`src/rtl/output_mem_if.sv`:
```
`default_nettype none
// ============================================================================
// Module      : output_mem_if
// Description : Requantizes a serial accumulator stream, packs N_MACS results
//               per line and writes completed lines into a BRAM port.
// Revision    : 1.0 - initial release
// ============================================================================
module output_mem_if #(
    parameter  int N_MACS    = 4,
    parameter  int DATA_W    = 16,
    parameter  int ACC_W     = 40,
    parameter  int SHIFT     = 8,
    parameter  int MEM_DEPTH = 256,
    localparam int AW        = $clog2(MEM_DEPTH)
) (
    input  logic                     clk,
    input  logic                     rst,
    input  logic                     start,
    input  logic [AW-1:0]            base_addr,
    input  logic [AW:0]              num_lines,
    input  logic                     res_valid,
    input  logic [ACC_W-1:0]         res_in,
    output logic                     res_ready,
    input  logic                     flush,
    output logic                     busy,
    output logic                     done,
    output logic [AW:0]              wr_count,
    output logic [AW-1:0]            bram_addr,
    output logic                     bram_en,
    output logic                     bram_we,
    output logic [N_MACS*DATA_W-1:0] bram_din
);

    localparam int LW = $clog2(N_MACS);

    localparam logic c_IDLE   = 1'b0;
    localparam logic c_ACTIVE = 1'b1;

    localparam logic [LW-1:0] c_LAST_LANE = LW'(N_MACS - 1);
    localparam logic [AW-1:0] c_LAST_ADDR = AW'(MEM_DEPTH - 1);

    localparam logic signed [ACC_W-1:0] c_MAX =
        {{(ACC_W-DATA_W+1){1'b0}}, {(DATA_W-1){1'b1}}};
    localparam logic signed [ACC_W-1:0] c_MIN =
        {{(ACC_W-DATA_W+1){1'b1}}, {(DATA_W-1){1'b0}}};

    logic                     r_state;
    logic [LW-1:0]            r_lane;
    logic [N_MACS*DATA_W-1:0] r_line;
    logic [AW-1:0]            r_wr_addr;
    logic [AW:0]              r_lines_left;

    logic signed [ACC_W-1:0]  w_q;
    logic [DATA_W-1:0]        w_sat;
    logic                     w_accept;
    logic                     w_write;
    logic [N_MACS*DATA_W-1:0] w_line_next;

    assign w_q = $signed(res_in) >>> SHIFT;

    always_comb begin
        w_sat = w_q[DATA_W-1:0];
        if (w_q > c_MAX) begin
            w_sat = c_MAX[DATA_W-1:0];
        end else if (w_q < c_MIN) begin
            w_sat = c_MIN[DATA_W-1:0];
        end
    end

    assign w_accept = res_valid && res_ready;

    // A flush in the same cycle as an accept folds the new sample into the line.
    assign w_write = (r_state == c_ACTIVE) &&
                     ((w_accept && (r_lane == c_LAST_LANE)) ||
                      (flush && ((r_lane != '0) || w_accept)));

    for (genvar k = 0; k < N_MACS; k++) begin : g_lane
        assign w_line_next[k*DATA_W +: DATA_W] =
            (w_accept && (r_lane == LW'(k))) ? w_sat : r_line[k*DATA_W +: DATA_W];
    end

    always_ff @(posedge clk or posedge rst) begin
        if (rst) begin
            r_state      <= c_IDLE;
            r_lane       <= '0;
            r_line       <= '0;
            r_wr_addr    <= '0;
            r_lines_left <= '0;
            res_ready    <= 1'b0;
            busy         <= 1'b0;
            done         <= 1'b0;
            wr_count     <= '0;
            bram_addr    <= '0;
            bram_en      <= 1'b0;
            bram_we      <= 1'b0;
            bram_din     <= '0;
        end else begin
            bram_en <= 1'b0;
            bram_we <= 1'b0;
            done    <= 1'b0;
            if (r_state == c_IDLE) begin
                if (start) begin
                    if (num_lines != '0) begin
                        r_state      <= c_ACTIVE;
                        r_wr_addr    <= base_addr;
                        r_lines_left <= num_lines;
                        wr_count     <= '0;
                        r_lane       <= '0;
                        r_line       <= '0;
                        res_ready    <= 1'b1;
                        busy         <= 1'b1;
                    end else begin
                        done <= 1'b1;
                    end
                end
            end else begin
                if (w_accept) begin
                    r_line <= w_line_next;
                    r_lane <= r_lane + 1'b1;
                end
                if (w_write) begin
                    bram_en      <= 1'b1;
                    bram_we      <= 1'b1;
                    bram_addr    <= r_wr_addr;
                    bram_din     <= w_line_next;
                    r_line       <= '0;
                    r_lane       <= '0;
                    wr_count     <= wr_count + 1'b1;
                    r_lines_left <= r_lines_left - 1'b1;
                    r_wr_addr    <= (r_wr_addr == c_LAST_ADDR) ? '0 : r_wr_addr + 1'b1;
                    if (r_lines_left == (AW+1)'(1)) begin
                        done      <= 1'b1;
                        r_state   <= c_IDLE;
                        res_ready <= 1'b0;
                        busy      <= 1'b0;
                    end
                end
            end
        end
    end

endmodule
`default_nettype wire

```
`config.mk`:
```
export PLATFORM = sky130hd
export DESIGN_NAME = output_mem_if
export DESIGN_NICKNAME = d
export VERILOG_FILES = /design/src/rtl/output_mem_if.sv
export SDC_FILE = /design/constraint.sdc
export NUM_CORES = 1
export LEC_CHECK = 0
export BUFFER_PORTS_ARGS = -buffer_cell sky130_fd_sc_hd__buf_2
export CAP_MARGIN = 20
export CORE_MARGIN = 5
export CORE_UTILIZATION = 26
export DETAILED_ROUTE_END_ITERATION = 16
export PLACE_DENSITY = 0.52
export SLEW_MARGIN = 15
export SYNTH_ARGS = -nofsm -noshare
export SYNTH_HDL_FRONTEND = slang
export SYNTH_SLANG_ARGS = --single-unit
```
`constraint.sdc`:
```
create_clock -name clk -period 5.78 [get_ports clk]
set_input_delay 0.289 -clock clk [delete_from_list [all_inputs] [get_ports clk]]
set_output_delay 0.289 -clock clk [all_outputs]
set_load 0.005 [all_outputs]
```
==> impl_metrics.env <==
export IMPL_worst_slack_ps=2670
export IMPL_ir_worst_vdd_mv=0.170
export IMPL_grt_remaining_overflow=0
export IMPL_dieArea_sq_mm=0.0327
export IMPL_via_count=6127
export IMPL_grt_pass1_vias=6199
export IMPL_setup_viol=0
export IMPL_finClkSkew_ps=10.6
export IMPL_ff2ff_setup_slack_ps=2670
export IMPL_wl_met2_microns=10700
export IMPL_place_hpwl_microns=14900
export IMPL_final_hold_violation_count=0
export IMPL_netlist_instances=711
export IMPL_synth_most_common_cell="dfrtp_1"
export IMPL_p_total_mw=3.85
export IMPL_grt_pass1_wl_microns=37300
export IMPL_wl_microns=23200
export IMPL_viasPerCell=5.02
export IMPL_grt_max_degree=75
export IMPL_portBuffers=139
export IMPL_h_tree_depth=4
export IMPL_synthArstFlopShare_pct=100
export IMPL_detail_route_antenna_nets=0
export IMPL_syn_to_final_growth_pct=20.4
export IMPL_critPathLaunchType="flop"
export IMPL_pre_cts_slack_ps=2670
export IMPL_min_path_type="input port to flop"
export IMPL_relSlewSlack_pct=26.0
export IMPL_cts_clk_slew_worst_paths_ps=70
export IMPL_rsz0062_at_grt="false"
export IMPL_arrival_ps=3430
export IMPL_tritoncts="built"
export IMPL_cts_sinks=168
export IMPL_num_rows=62
export IMPL_maxCapViolCount=0
export IMPL_path_class="flop to flop"
export IMPL_period_share_pct=53.8
export IMPL_antenna_found_initial=0
export IMPL_status="finished, final reports clean"
export IMPL_highest_layer="met4"
export IMPL_path_max_fanout=46
export IMPL_worst_slew_pin_slew_ps=1110
export IMPL_wl_per_cell_microns=19.0
export IMPL_netlist_area_leader_share_pct=55.4
export IMPL_slew_violations=0
export IMPL_synthTopCellsByCount="dfrtp_1 (168), nand2_1 (88), nand3_1 (67)"
export IMPL_clkLatencyLatePin_ps=430
export IMPL_fill_cells=2973
export IMPL_clock_path_buffers=2
export IMPL_core_sq_mm=0.0288
export IMPL_dieHeight_microns=181
export IMPL_syn_area_sq_mm=0.00759
export IMPL_antennaDiodeCount=0
export IMPL_drive_above_1_share_pct=25.2
export IMPL_synth_edf_count=0
export IMPL_met3WireLength_microns=1360
export IMPL_gp_congestion=0.758
export IMPL_setup_tns_ps=0
export IMPL_drt_iter0_drc=400
export IMPL_initial_core_util_pct=26.4
export IMPL_cts_buffers=17
export IMPL_required_ps=6100
export IMPL_ys_flop_type="dfrtp_1"
export IMPL_nets=893
export IMPL_layout_min_cycle_time_ps=3110
export IMPL_power_density_mw_per_mm2=422
export IMPL_drt_met1_wl_microns=11000
export IMPL_avgSynthCellArea_sq_um=10.7
export IMPL_cp_end_kind="flop"
export IMPL_synthesis_nets=781
export IMPL_clockRootBuffer="clkbuf_16"
export IMPL_synth_area_top_cells="dfrtp_1 (55%), o2bb2ai_1 (5.7%), o211ai_1 (4.5%), nand3_1 (4.4%), nand2_1 (4.4%)"
export IMPL_yosys_area_top_type="dfrtp_1"
export IMPL_synth_distinct_cells=54
export IMPL_max_clock_freq_ghz=0.322
export IMPL_yosys_register_bits=168
export IMPL_die_w_microns=181
export IMPL_grt_usage_pct=14.2
export IMPL_ys_warn_count=0
export IMPL_dr_pass1_iters=4
export IMPL_fin_area_sq_mm=0.00913
export IMPL_pin_count=148
export IMPL_drc=0
export IMPL_seq_area_frac_synth_pct=55.4
export IMPL_placed_cell_area_sq_mm=0.00855
export IMPL_p_leak_nw=4.33
-- final timing paths --
| check | from | endpoint | depth (start not counted) |
|---|---|---|---|
| worst max-delay path | r_lane[0] | bram_din[28] | 7 |
| worst min-delay path | num_lines[0] | r_lines_left[0] | 3 |
| worst max register to register | r_lane[0] | bram_din[28] | 7 |
| worst min register to register | bram_addr[1] | bram_addr[1] | 2 |
| max in group asynchronous | rst | bram_din[16] | 4 |
| min in group asynchronous | rst | r_lines_left[6] | 3 |
-- registers in the layout (all words and copies together), names as in the netlist --
register      cells
r_wr_addr         8
done              1
r_state           1
bram_we           1
busy              1
bram_addr         8
bram_din         64
r_lane            2
r_line           64
wr_count          9
r_lines_left      9
-- metrics by stage --
stage	hold slack (ps)	cells	util, %
after floorplan	450	711	-
after global placement	408	1187	29.7
after detailed placement	410	1187	29.7
after CTS	131	1220	31.7
after global routing	150	1220	31.7
final	149	1220	31.7
-- critical path, cell delays in order (launching register included) --
cell      delay, ps
dfrtp_1         410
inv_1            80
ha_1            270
a21bo_1         240
a21oi_4          60
inv_2           600
nand3_1         880
o211ai_1        460
-- routing by layer --
metal	up-vias	global-route usage (%)
met3	15	3.76
met2	176	22.1
met5	-	0
met1	3062	20.1
met4	0	2.60
li1	2874	-
-- repair_timing --
action	in CTS	in global routing
buffers inserted	0	0
hold buffers	1	0
endpoints found under the hold margin	56	0
resized for setup	0	0
-- layout make-up --
cell class | count | area (sq um) | area share (%)
flip-flops and latches | 168 | 4200 | 46.0
inverters | 9 | 38.8 | 0.425
well taps | 384 | 480 | 5.26
multi-input cells | 479 | 3070 | 33.7
clock inverters | 13 | 128 | 1.40
clock buffers | 19 | 443 | 4.85
repair buffers | 148 | 766 | 8.38
-- cells in the final DEF, fill, tap and decap left out, types with 3 or more instances in the layout --
cell type	instances
nand2b_1	4
a21oi_1	7
o21ai_0	10
nor3_1	6
mux2i_1	6
buf_4	8
o2bb2ai_1	49
a31oi_1	12
or4_1	3
a22oi_1	3
a221o_1	15
or2_2	15
a32o_1	3
and3_1	38
nor2_1	38
dfrtp_1	168
o22ai_1	3
inv_6	5
ha_1	8
inv_8	6
nand2_1	88
buf_2	139
a2bb2oi_1	5
nor4_1	5
o211ai_1	45
nand4_1	8
inv_1	6
nand3_1	67
o221ai_2	3
o22a_1	8
clkbuf_16	17
-- kinds of logic after synthesis --
| logic type | count (synthesis) | share of synthesized area, % |
|---|---|---|
| AO/OA/AOI/OAI | 178 | 19.3 |
| AND/OR/NAND/NOR | 285 | 18.7 |
| flip-flops | 168 | 55.4 |
| multiplexers | 8 | 1.09 |
| adder cells (fa/ha/maj) | 8 | 1.32 |
| buffers and inverters | 64 | 4.16 |
-- power breakdown --
group	switching [mW]	internal, mW	leakage (nW)
Combinational	0.694	0.392	1.78
Sequential	0.219	1.42	2.27
Clock	0.541	0.587	0.281
Power figures use the tool's default switching activity.
